<file path="src/rtl/note_oscillator_pkg.sv">
// Shared types and constants for the note oscillator and its sine table.
package note_oscillator_pkg;

  localparam int SAMPLE_RATE = 48000;
  localparam int SAMPLE_W    = 16;

  typedef enum logic [1:0] {
    WAVE_SAW    = 2'd0,
    WAVE_SQUARE = 2'd1,
    WAVE_TRI    = 2'd2,
    WAVE_SINE   = 2'd3
  } wave_e;

  typedef enum logic [1:0] {
    ST_IDLE = 2'd0,
    ST_PLAY = 2'd1,
    ST_TAIL = 2'd2
  } osc_state_e;

  // Quarter-wave entry with half-step offset, evaluated at elaboration time.
  function automatic logic [14:0] sine_entry(input int idx);
    return 15'($rtoi(32767.0 * $sin(($itor(idx) + 0.5) * 3.141592653589793 / 512.0) + 0.5));
  endfunction

  // Phase increment for a tone of hz Hz with a 24-bit accumulator.
  function automatic logic [23:0] hz_to_step(input int hz);
    return 24'((longint'(hz) <<< 24) / SAMPLE_RATE);
  endfunction

endpackage

</file>
<file path="src/rtl/note_oscillator_sine_rom.sv">
// 256x15 quarter-wave sine table; data_o is valid one cycle after addr_i.
module note_oscillator_sine_rom
  import note_oscillator_pkg::*;
(
  input  logic        clk_i,
  input  logic        reset_n_i,
  input  logic [7:0]  addr_i,
  output logic [14:0] data_o
);

  logic [14:0] rom_w [256];
  logic [14:0] data_q;

  for (genvar i = 0; i < 256; i++) begin : g_rom
    localparam logic [14:0] ENTRY = sine_entry(i);
    assign rom_w[i] = ENTRY;
  end

  always_ff @(posedge clk_i or negedge reset_n_i) begin
    if (!reset_n_i) begin
      data_q <= '0;
    end else begin
      data_q <= rom_w[addr_i];
    end
  end

  assign data_o = data_q;

endmodule

</file>
<file path="src/rtl/note_oscillator.sv">
// Phase-accumulator tone source with gate and release tail; each accepted sample_req
// yields sample_out/out_ready 2 cycles later, requests arriving while busy are dropped.
module note_oscillator
  import note_oscillator_pkg::*;
#(
  parameter int ACC_W        = 24,
  parameter int TAIL_SAMPLES = 4800,
  parameter int AMP          = 32767
) (
  input  logic                clk_i,
  input  logic                reset_n_i,
  input  logic                sample_req_i,
  input  logic                note_on_i,
  input  logic                note_off_i,
  input  logic [ACC_W-1:0]    phase_step_i,
  input  logic [1:0]          wave_sel_i,
  output logic [SAMPLE_W-1:0] sample_out_o,
  output logic                out_ready_o,
  output logic                gate_o,
  output logic                active_o,
  output logic                overrun_o
);

  localparam int CNT_W = $clog2(TAIL_SAMPLES + 1);
  localparam logic [SAMPLE_W-1:0] POS_AMP   = SAMPLE_W'(AMP);
  localparam logic [SAMPLE_W-1:0] NEG_AMP   = SAMPLE_W'(-AMP);
  localparam logic [SAMPLE_W-1:0] SIGN_FLIP = {1'b1, {(SAMPLE_W-1){1'b0}}};

  osc_state_e          state_q, state_d, note_state;
  logic [ACC_W-1:0]    phase_q, phase_d, phase_n;
  logic [ACC_W-1:0]    step_q, step_d;
  wave_e               wave_q, wave_d;
  logic [CNT_W-1:0]    cnt_q, cnt_d;
  logic                gate_q, gate_d;
  logic                overrun_q, overrun_d;
  logic                busy, serve;
  logic [SAMPLE_W-1:0] p_n;
  logic [7:0]          rom_addr;
  logic [14:0]         rom_dat;

  logic                s1_vld_q, s1_silent_q;
  wave_e               s1_wave_q;
  logic [SAMPLE_W-1:0] s1_p_q;
  logic [SAMPLE_W-1:0] tri_u, wave_val, sample_q;
  logic                rdy_q;

  // A request is in flight for two cycles; anything arriving then is lost.
  assign busy  = s1_vld_q | rdy_q;
  assign serve = sample_req_i & ~busy;

  always_comb begin
    note_state = state_q;
    state_d    = state_q;
    phase_n    = phase_q;
    phase_d    = phase_q;
    step_d     = step_q;
    wave_d     = wave_q;
    cnt_d      = cnt_q;
    gate_d     = gate_q;
    overrun_d  = overrun_q | (sample_req_i & busy);

    // Note strobes act before a coincident request, so a fresh note samples phase 0.
    if (note_on_i) begin
      note_state = ST_PLAY;
      phase_n    = '0;
      step_d     = phase_step_i;
      wave_d     = wave_e'(wave_sel_i);
      cnt_d      = '0;
      gate_d     = 1'b1;
    end else if (note_off_i && state_q == ST_PLAY) begin
      note_state = ST_TAIL;
      cnt_d      = '0;
      gate_d     = 1'b0;
    end

    state_d = note_state;
    phase_d = phase_n;
    if (serve && note_state != ST_IDLE) begin
      phase_d = phase_n + step_d;
    end
    if (serve && note_state == ST_TAIL) begin
      if (cnt_d == CNT_W'(TAIL_SAMPLES - 1)) begin
        state_d = ST_IDLE;
        cnt_d   = '0;
      end else begin
        cnt_d = cnt_d + CNT_W'(1);
      end
    end
  end

  assign p_n      = phase_n[ACC_W-1 -: SAMPLE_W];
  assign rom_addr = p_n[14] ? ~p_n[13:6] : p_n[13:6];

  note_oscillator_sine_rom u_sine_rom (
    .clk_i     (clk_i),
    .reset_n_i (reset_n_i),
    .addr_i    (rom_addr),
    .data_o    (rom_dat)
  );

  assign tri_u = s1_p_q[15] ? ~{s1_p_q[14:0], 1'b0} : {s1_p_q[14:0], 1'b0};

  always_comb begin
    wave_val = '0;
    unique case (s1_wave_q)
      WAVE_SAW:    wave_val = s1_p_q ^ SIGN_FLIP;
      WAVE_SQUARE: wave_val = s1_p_q[15] ? NEG_AMP : POS_AMP;
      WAVE_TRI:    wave_val = tri_u ^ SIGN_FLIP;
      WAVE_SINE:   wave_val = s1_p_q[15] ? -{1'b0, rom_dat} : {1'b0, rom_dat};
    endcase
    if (s1_silent_q) begin
      wave_val = '0;
    end
  end

  always_ff @(posedge clk_i or negedge reset_n_i) begin
    if (!reset_n_i) begin
      state_q     <= ST_IDLE;
      phase_q     <= '0;
      step_q      <= '0;
      wave_q      <= WAVE_SAW;
      cnt_q       <= '0;
      gate_q      <= 1'b0;
      overrun_q   <= 1'b0;
      s1_vld_q    <= 1'b0;
      s1_silent_q <= 1'b0;
      s1_wave_q   <= WAVE_SAW;
      s1_p_q      <= '0;
      sample_q    <= '0;
      rdy_q       <= 1'b0;
    end else begin
      state_q   <= state_d;
      phase_q   <= phase_d;
      step_q    <= step_d;
      wave_q    <= wave_d;
      cnt_q     <= cnt_d;
      gate_q    <= gate_d;
      overrun_q <= overrun_d;
      s1_vld_q  <= serve;
      if (serve) begin
        s1_p_q      <= p_n;
        s1_wave_q   <= wave_d;
        s1_silent_q <= (note_state == ST_IDLE);
      end
      rdy_q <= s1_vld_q;
      if (s1_vld_q) begin
        sample_q <= wave_val;
      end
    end
  end

  assign sample_out_o = sample_q;
  assign out_ready_o  = rdy_q;
  assign gate_o       = gate_q;
  assign active_o     = (state_q != ST_IDLE);
  assign overrun_o    = overrun_q;

endmodule

</file>
<file path="config.mk">
export PLATFORM = sky130hd
export DESIGN_NAME = note_oscillator
export DESIGN_NICKNAME = d
export VERILOG_FILES = /design/src/rtl/note_oscillator_pkg.sv /design/src/rtl/note_oscillator_sine_rom.sv /design/src/rtl/note_oscillator.sv
export SDC_FILE = /design/constraint.sdc
export NUM_CORES = 1
export LEC_CHECK = 0
export ABC_AREA = 1
export ABC_CLOCK_PERIOD_IN_PS = 4100
export CORE_ASPECT_RATIO = 0.7
export CORE_MARGIN = 2
export CORE_UTILIZATION = 35
export CTS_BUF_LIST = sky130_fd_sc_hd__clkbuf_16
export DETAILED_ROUTE_END_ITERATION = 10
export PLACE_DENSITY = 0.51
export SLEW_MARGIN = 20
export SYNTH_ARGS = -nofsm -noshare
export SYNTH_HDL_FRONTEND = slang
export SYNTH_SLANG_ARGS = --single-unit
</file>
<file path="constraint.sdc">
create_clock -name clk_i -period 4.1 [get_ports clk_i]
set_input_delay 1.025 -clock clk_i [delete_from_list [all_inputs] [get_ports clk_i]]
set_output_delay 1.025 -clock clk_i [all_outputs]
set_load 0.01 [all_outputs]
</file>
==> summary.txt, run 1 <==
Outcome
  • Status: completed

Critical path
  • Reg2Reg Setup Slack: 1060 ps
  • Path depth of the worst reg2reg path: 13
  • CP Data Arrival Time: 3640 ps
  • Startpoint Class: input port
  • R2R Path End: u_sine_rom.data_o[9]$_DFF_PN0_
  • Critical Path Sink Type: flop
  • CP required: 4410 ps
  • WS Path Type: input port to flop
  • Critical path peak fanout: 33
  • Worst R2R Start: phase_q[22]$_DFF_PN0_

Job
  • Max-cap violation count: 0

STA
  • Actual slew at the worst max-slew pin: 865 ps
  • Final Worst Setup Slack: 771 ps
  • Slew headroom: 42.4%
  • Crit path time final: 3330 ps
  • Final Cycle Share: 81.2%
  • Fin. Hold Viols: 0
  • RSZ-0062 raised after global routing: false
  • Setup violators final: 0
  • Fin Setup TNS: 0 ps
  • Slew Limit Fails: 0
  • Final Skew: 13.5 ps
  • Fmax: 300 MHz

Synthesis
  • Synthesis Warnings: 0
  • Most frequent cell after synthesis: nand2_1
  • Syn avg cell area: 6.20 µm²
  • Gate Count Post-Synth: 1763
  • Number of synthesized register bits: 119
  • Syn_nets: 1837
  • Area leader, netlist: dfrtp_1
  • Post-synthesis cell type count: 54
  • Synth top area cells: dfrtp_1 (27%), nand2_1 (20%), nand3_1 (12%)
  • Post-synth EDFFs: 0
  • Top-area cell type share of the netlist area: 27.3%
  • Synth top cells by count: nand2_1 (591), nand3_1 (264), inv_1 (143), o21ai_0 (130), dfrtp_1 (119)
  • Ys async rst share: 100%
  • Top FF cell, synth: dfrtp_1
  • Mapped Area: 10900 µm²
  • Post-synthesis sequential area ratio: 27.3%

Pwr
  • Pwr dens: 508 nW/µm²
  • VDD IR max: 205 µV
  • Pleak: 6.33 nW

CTS
  • Clock Sinks: 119
  • Worst-path clk slew: 60 ps
  • Root buffer cell: clkbuf_16
  • Post-CTS Hold Buffers: 0
  • TritonCTS clock tree: built
  • H-tree Lvls: 4
  • Worst-Skew Late Latency: 440 ps
  • Post-CTS Resized: 0
  • Setup bufs post-CTS: 0
  • CTS Buffer Depth: 2
  • CTS Buf Count: 17

Place
  • Inst Count DP: 2224
  • RePlAce Congestion: 1.10
  • Detailed placer's ending HPWL: 41.1 mm
  • Dpl ws: 336 ps
  • Port Buffer Count: 50

Finish
  • NumNets Final: 1897
  • Layout area overhead: 15.6%
  • Fraction of layout cells with a size suffix above 1: 9.10%
  • Non-Filler Instances: 2256
  • Antenna Diode Count: 0

Global route
  • Gr usage total: 32.0%
  • Largest net degree at the start of global routing: 86
  • GRT overflow: 0
  • Number of global-route vias before repair: 11400
  • Initial antenna violation count: 2
  • Global-route wire length before repair: 77.2 mm

Routing
  • Routed len/inst: 23.2 µm
  • Detailed Route Iter0 Violations: 2153
  • DR vias/cell: 5.69
  • Final wirelength: 52.4 mm
  • DRT antenna net count: 0
  • First drt pass iteration count: 7
  • DRC: 0
  • Vias: 12800

Die
  • Die X-Extent: 215 µm
  • Total core area: 30900 µm²
  • Die Y: 152 µm
  • I/O pin total: 51
  • Initial cell density of the core: 35.3%
  • Number of cell rows: 54
  • Total die area: 32700 µm²

Hold path
  • Worst Hold Depth: 0
  • Worst hold path startpoint: s1_vld_q$_DFF_PN0_
  • Worst min-delay path category: flop to flop
  • Worst hold endpoint: out_ready_o$_DFF_PN0_
-- registers in the layout, indices dropped and copies added (netlist names), 13 cells and up --
register	count
phase_q	24
step_q	24
s1_p_q	16
sample_out_o	16
u_sine_rom.data_o	15
cnt_q	13
-- power breakdown --
part | internal (W) | leakage, nW | switching [W]
clock network | 0.000883 | 0.284 | 0.000581
logic | 0.00102 | 4.51 | 0.00239
registers | 0.00139 | 1.53 | 0.000146
total | 0.00330 | 6.33 | 0.00312
-- cell families (layout without fill, tap and decap cells) --
logic type,after synthesis,in the layout,share of synthesized area (%)
AND/OR/NAND/NOR,1069,1069,42.9
AO/OA/AOI/OAI,285,285,14.0
buffers and inverters,233,306,9.71
flip-flops,119,119,27.3
adder cells (fa/ha/maj),43,43,4.99
XOR/XNOR,14,14,1.12
-- layer usage --
metal	wire length (µm)	GRT usage, %
met5	27	0
met4	717	5.42
met3	8470	17.6
met2	17700	36.7
met1	25400	50.0
-- metrics by stage --
| stage | hold WS [ps] | power (W) | cell area [µm²] | util (%) |
|---|---|---|---|---|
| finish | 451 | 0.00641 | 12600 | 40.8 |
| global route | 481 | 0.00675 | 12600 | 40.8 |
| CTS | 468 | 0.00626 | 12600 | 40.8 |
| detailed placement | 454 | 0.00477 | 12100 | 39.0 |
| global placement | 446 | 0.00485 | 12100 | 39.0 |
| floorplan | 400 | 0.00348 | 10900 | - |
-- critical path: stages --
cell and delay (ps):
buf_2 160, inv_6 160, buf_4 380, nand2_1 90
nand2_1 90, ha_1 210, inv_1 70, fa_1 410
nand3b_1 180, nand2_1 150, a31oi_1 180, o21ai_0 290
nand2_1 80, nand2_1 60, o21ai_0 80
-- worst max path at each step --
stage	endpoint	from	slack, ps
finish	phase_q[12]$_DFF_PN0_	note_on_i	770
global route	phase_q[22]$_DFF_PN0_	note_on_i	510
CTS	phase_q[18]$_DFF_PN0_	note_on_i	790
detailed placement	phase_q[18]$_DFF_PN0_	note_on_i	340
global placement	phase_q[18]$_DFF_PN0_	note_on_i	380
floorplan	phase_q[18]$_DFF_PN0_	note_on_i	630
-- area by class of cell --
cell class | instances | area [µm²]
clock buffers | 17 | 425
flip-flops and latches | 119 | 2980
clock inverters | 15 | 140
multi-input cells | 1411 | 6890
fillers | 3458 | 18300
inverters | 156 | 593
well taps | 420 | 526
repair buffers | 118 | 1080
-- cell usage in the layout, fill, tap and decap left out, drive strengths merged, types with 8 or more instances in the layout --
cell / Yosys / routed
xnor2: 11 / 11
nor3: 16 / 16
clkdlybuf4s50: 0 / 48
nand4: 25 / 25
ha: 42 / 42
clkinv: 1 / 8
or2: 9 / 9
o21ai: 145 / 145
nand3: 268 / 268
nand2: 618 / 618
a31oi: 9 / 9
buf: 48 / 70
nor2: 117 / 117
a21oi: 99 / 99
inv: 155 / 159
dfrtp: 119 / 119
clkbuf: 29 / 17
Power figures use the tool's default switching activity.
==> run 2: changes to the inputs <==
ABC_CLOCK_PERIOD_IN_PS = 3100   (was 4100)
clock period = 3.1 ns   (was 4.1 ns; I/O delays follow)
==> run 2 against run 1 <==
Clock-buffer cell count unchanged; first-iteration DRC count decreased by 8.1%; clock power increased by 36%; core utilization increased by 2.9 points; via count increased by 2.5%; largest cell class unchanged; largest power group unchanged.
==> summary.txt, run 2 (synthesis gave the netlist of run 1 again) <==
STA
  • Fin Setup TNS: 0 ps
  • Slew headroom: 48.3%
  • Setup violators final: 0
  • Fin. Hold Viols: 0
  • Final Cycle Share: 92.0%
  • Final Skew: 11.4 ps
  • Hold_ws: 281 ps
  • Fmax: 351 MHz
  • Actual slew at the worst max-slew pin: 775 ps
  • RSZ-0062 raised after global routing: false
  • Slew Limit Fails: 0
  • Crit path time final: 2850 ps

Critical path
  • CP required: 3460 ps
  • Critical path peak fanout: 7
  • WS Path Type: flop to flop
  • Worst path cell trace: buf_4 > nand3_1 > nand2_2 > buf_4 > ha_1 > inv_1 > nand3_1 > nand2_1 > inv_1 > a21oi_1 > nand2_1 > nand3_1 > nand3_1 > nand2_1
  • Critical Path Sink Type: flop
  • CP Data Arrival Time: 3220 ps
  • Crit path max-delay cell type: dfrtp_1
  • Startpoint Class: flop
  • CP dominant cell by count: nand3_1
  • CP max stage delay: 480 ps

Finish
  • Most frequent cells in the layout: nand2_1 (591), nand3_1 (264), buf_4 (153), inv_1 (145), o21ai_0 (129)
  • Final core utilization: 43.7%
  • Most common cell after layout, fill and taps aside: nand2_1
  • Layout area overhead: 23.8%
  • Final instance area: 13500 µm²
  • NumNets Final: 1997
  • Storage cell area: 2980 µm²
  • Antenna Diode Count: 0
  • Filler cell count: 3402
  • Area of the multi-input gates: 6890 µm²
  • Largest registers: phase_q (24), step_q (24)
  • Fraction of layout cells with a size suffix above 1: 13.9%

Pwr
  • VDD IR max: 310 µV
  • Sequential power share: 23.3%
  • Total Power: 0.00884 W
  • Net Switching: 0.00417 W
  • Combinational share of power: 54.3%
  • Pint: 0.00467 W
  • Clock share of power: 22.5%
  • Net Sw Frac: 47.1%
  • Pleak: 6.85 nW
  • Pwr dens: 653 nW/µm²

CTS
  • Post-CTS Hold Buffers: 0
  • Worst-path clk slew: 60 ps
  • Worst-Skew Late Latency: 440 ps
  • H-tree Lvls: 4
  • CTS Buf Count: 17
  • CTS Buffer Depth: 2
  • TritonCTS clock tree: built
  • Root buffer cell: clkbuf_16
  • Clock Sinks: 119

Die
  • Number of cell rows: 54
  • Die Y: 152 µm
  • I/O pin total: 51
  • Die X-Extent: 215 µm
  • Total core area: 30900 µm²
  • Initial cell density of the core: 35.3%
  • Total die area: 32700 µm²

Global route
  • GRT met1 Usage: 46.9%
  • Most Used Layer, Global Route: met1
  • Global-route wire length before repair: 75.0 mm
  • Met2 usage: 35.7%
  • Largest net degree at the start of global routing: 49
  • GRT overflow: 0
  • Initial antenna violation count: 0
  • Number of global-route vias before repair: 11900
  • Gr usage total: 30.4%
  • GRT met3 Usage: 16.6%

Routing
  • Detailed Route Iter0 Violations: 1979
  • DRT antenna net count: 0
  • Vias: 13200
  • Routed len/inst: 21.3 µm
  • Final wirelength: 50.2 mm
  • First drt pass iteration count: 6
  • DR vias/cell: 5.58
  • DRC: 0

Job
  • Max-cap violation count: 0

Place
  • Detailed placer's ending HPWL: 39.6 mm
  • DP Area: 12900 µm²
  • RePlAce Congestion: 1.13
  • Port Buffer Count: 50

Hold path
  • Worst min-delay path category: input port to async pin

Outcome
  • Status: completed
[run 2: cell types whose count changed in the layout (fill, tap and decap cells not counted), sizes merged]
cell	delta
buf	+100
clkinv	-3
clkinvlp	+2
inv	+1
[run 2: final cells by class]
cell class	count	area share [%]
Inverter	156	4.38
Tap cell	420	3.89
Clock buffer	17	3.15
Multi-Input combinational cell	1411	51.0
Clock inverter	15	1.15
Timing Repair Buffer	218	14.4
Sequential cell	119	22.0
[run 2: metrics by stage]
step / cells / setup slack [ps]
after CTS: 2356 / 301
after global placement: 2324 / -197
after detailed placement: 2324 / -154
final: 2356 / 247
after floorplan: 1763 / 5.16
after global routing: 2356 / 80.3
[run 2: worst paths after layout]
check,to,slack [ps],from,cells past startpoint
setup / recovery,u_sine_rom.data_o[5]$_DFF_PN0_,250,phase_q[22]$_DFF_PN0_,14
hold / removal,phase_q[0]$_DFF_PN0_,280,reset_n_i,1
setup reg to reg,u_sine_rom.data_o[5]$_DFF_PN0_,250,phase_q[22]$_DFF_PN0_,14
hold reg to reg,out_ready_o$_DFF_PN0_,450,s1_vld_q$_DFF_PN0_,0
max in group asynchronous,s1_p_q[10]$_DFFE_PN0P_,2060,reset_n_i,2
min in group clk_i,out_ready_o$_DFF_PN0_,450,s1_vld_q$_DFF_PN0_,0
[run 2: what timing repair did]
action,4_1_cts,5_1_grt
setup buffers,0,0
setup endpoints to repair,0,1
gates resized for setup,0,1
[run 2: per-layer routing]
| metal | vias to the layer above | part of all wire [%] |
|---|---|---|
| met5 | - | 0 |
| met3 | 85 | 16 |
| met1 | 6098 | 48 |
| li1 | 6154 | - |
| met2 | 816 | 34 |
| met4 | 0 | 1.5 |
[run 2: critical path: cells and delay by family, from the launching register on]
| kind | cells | cell delay (ps) |
|---|---|---|
| compound gates | 1 | 430 |
| fa+ha+maj | 1 | 200 |
| buf+inv | 4 | 640 |
| flops | 1 | 480 |
| simple gates | 8 | 1020 |
[run 2: power groups by stage]
stage	sequential [W]	combinational (W)	clock (W)
after global routing	0.00209	0.00509	0.00210
after global placement	0.00209	0.00460	0
after floorplan	0.00202	0.00258	0
after detailed placement	0.00208	0.00451	0
final	0.00206	0.00480	0.00198
after CTS	0.00206	0.00453	0.00202
==> run 3: changes to the inputs <==
ABC_CLOCK_PERIOD_IN_PS = 3090   (was 3100)
clock period = 3.09 ns   (was 3.1 ns; I/O delays follow)
==> run 3 against run 2 <==
Design area grew 3.9%; sequential share of layout area decreased by 0.82 points; maximum frequency fell by 3.6%; die area is the same; first-iteration DRC count increased by 12%; critical path type unchanged; highest routed layer is now met5.
==> summary.txt, run 3 (synthesis gave the netlist of run 1 again) <==
Outcome
  • Status: completed

Routing
  • First drt pass iteration count: 6
  • Detailed Route Iter0 Violations: 2226
  • Routed len/inst: 23.0 µm
  • DRT antenna net count: 0
  • Vias: 13600
  • Final wirelength: 55.5 mm
  • DR vias/cell: 5.64
  • DRC: 0

CTS
  • H-tree Lvls: 4
  • Worst-Skew Late Latency: 440 ps
  • Setup bufs post-CTS: 0
  • Root buffer cell: clkbuf_16
  • CTS Buf Count: 17
  • CTS Buffer Depth: 2
  • TritonCTS clock tree: built
  • Post-CTS Hold Buffers: 0
  • Worst-path clk slew: 60 ps
  • Clock Sinks: 119

Critical path
  • CP endpoint: u_sine_rom.data_o[7]$_DFF_PN0_
  • CP max stage delay: 490 ps
  • Critical Path Sink Type: flop
  • Critical path peak fanout: 10
  • CP dominant cell by count: nand3_1
  • Worst path cell trace: inv_4 > nand3_1 > nand2_2 > inv_2 > ha_1 > inv_1 > nand2_1 > nand3_1 > nand2_1 > nand2_1 > nand3_1 > nand3_1 > nand3_1 > nand3_1 > nand2_1
  • Worst R2R Start: phase_q[22]$_DFF_PN0_
  • CP Data Arrival Time: 3280 ps
  • CP required: 3410 ps
  • Reg2Reg Setup Slack: 130 ps
  • Crit path from: phase_q[22]$_DFF_PN0_
  • Crit path max-delay cell type: dfrtp_2
  • R2R Path End: u_sine_rom.data_o[7]$_DFF_PN0_
  • WS Path Type: flop to flop
  • Startpoint Class: flop
  • Path depth of the worst reg2reg path: 15

STA
  • Fmax: 338 MHz
  • Fin Setup TNS: 0 ps
  • Slew Limit Fails: 0
  • RSZ-0062 raised after global routing: false
  • Final Skew: 11.7 ps
  • Actual slew at the worst max-slew pin: 807 ps
  • Setup violators final: 0
  • Fin. Hold Viols: 0
  • Crit path time final: 2960 ps
  • Final Cycle Share: 95.7%
  • Slew headroom: 46.2%

Finish
  • Antenna Diode Count: 0
  • NumNets Final: 2056
  • Most frequent cells in the layout: nand2_1 (591), nand3_1 (264), buf_4 (209), inv_1 (143), o21ai_0 (127)
  • Fraction of layout cells with a size suffix above 1: 16.5%
  • Layout area overhead: 28.6%
  • Final core utilization: 45.4%
  • Largest registers: phase_q (24), step_q (24)
  • Most common cell after layout, fill and taps aside: nand2_1

Die
  • Number of cell rows: 54
  • I/O pin total: 51
  • Total core area: 30900 µm²
  • Die Y: 152 µm
  • Initial cell density of the core: 35.3%
  • Die X-Extent: 215 µm
  • Total die area: 32700 µm²

Place
  • Detailed placer's ending HPWL: 44.3 mm
  • RePlAce Congestion: 1.08
  • Port Buffer Count: 50

Global route
  • Global-route wire length before repair: 81.5 mm
  • Initial antenna violation count: 1
  • Largest net degree at the start of global routing: 45
  • GRT overflow: 0
  • Gr usage total: 33.6%
  • Number of global-route vias before repair: 12300

Hold path
  • Worst min-delay path category: input port to async pin

Pwr
  • Pwr dens: 674 nW/µm²
  • VDD IR max: 317 µV
  • Pleak: 7.17 nW

Job
  • Max-cap violation count: 0
==> run 3: cell types whose count changed in the layout (fill, tap and decap cells not counted), sizes merged <==
| cell | previous run | this run |
|---|---|---|
| buf | 170 | 229 |
| inv | 160 | 156 |
| bufinv | 2 | 5 |
| clkinvlp | 4 | 2 |
| clkinv | 5 | 6 |
==> run 3: where the power goes <==
| group | switching (W) | leakage [nW] | internal, W | total [W] |
|---|---|---|---|---|
| Sequential | 0.000229 | 1.53 | 0.00184 | 0.00207 |
| Clock | 0.000785 | 0.303 | 0.00142 | 0.00220 |
| Combinational | 0.00336 | 5.33 | 0.00184 | 0.00520 |
| Total | 0.00437 | 7.17 | 0.00511 | 0.00948 |
==> run 3: cell type report <==
class	instances	area [µm²]
multi-input cells	1411	6890
clock inverters	13	205
well taps	420	526
fillers	3383	16900
inverters	156	593
flip-flops and latches	119	2980
clock buffers	17	425
repair buffers	277	2430
==> run 3: worst min path at each step <==
stage	startpoint	endpoint	slack, ps	cells after the start
after floorplan	s1_vld_q$_DFF_PN0_	out_ready_o$_DFF_PN0_	400	0
after global routing	reset_n_i	phase_q[3]$_DFF_PN0_	320	1
final	reset_n_i	phase_q[1]$_DFF_PN0_	300	1
after detailed placement	s1_vld_q$_DFF_PN0_	out_ready_o$_DFF_PN0_	450	0
after global placement	s1_vld_q$_DFF_PN0_	out_ready_o$_DFF_PN0_	450	0
after CTS	reset_n_i	phase_q[1]$_DFF_PN0_	290	1
==> run 3: per-stage QoR <==
stage / cell area [µm²] / total power (W) / std cells / hold slack (ps) / worst slack (ps)
CTS: 14100 / 0.00922 / 2413 / 292 / 176
floorplan: 10900 / 0.00462 / 1763 / 400 / -2.34
global route: 14100 / 0.00989 / 2413 / 316 / 25.9
global placement: 13400 / 0.00708 / 2383 / 446 / -283
detailed placement: 13400 / 0.00698 / 2383 / 452 / -267
finish: 14100 / 0.00948 / 2413 / 295 / 132
==> run 3: repair_timing <==
item | in CTS | in global routing
resized for setup | 0 | 4
endpoints found under the setup margin | 0 | 3
endpoints found under the hold margin | 0 | 0
==> run 3: worst max-delay path: cells and delay by family, from the launching register on <==
| kind | cells | cell delay [ps] |
|---|---|---|
| adders and majority gates | 1 | 230 |
| buffers and inverters | 3 | 440 |
| DFF | 1 | 490 |
| and+or+nand+nor | 11 | 1660 |
==> run 3: metal layers <==
layer	global-route usage [%]	vias to the layer above	share of wire, %
li1	-	6261	-
met1	54.0	6407	49
met2	38.0	863	34
met3	17.5	66	16
met4	5.06	2	1.1
met5	0	-	0.027
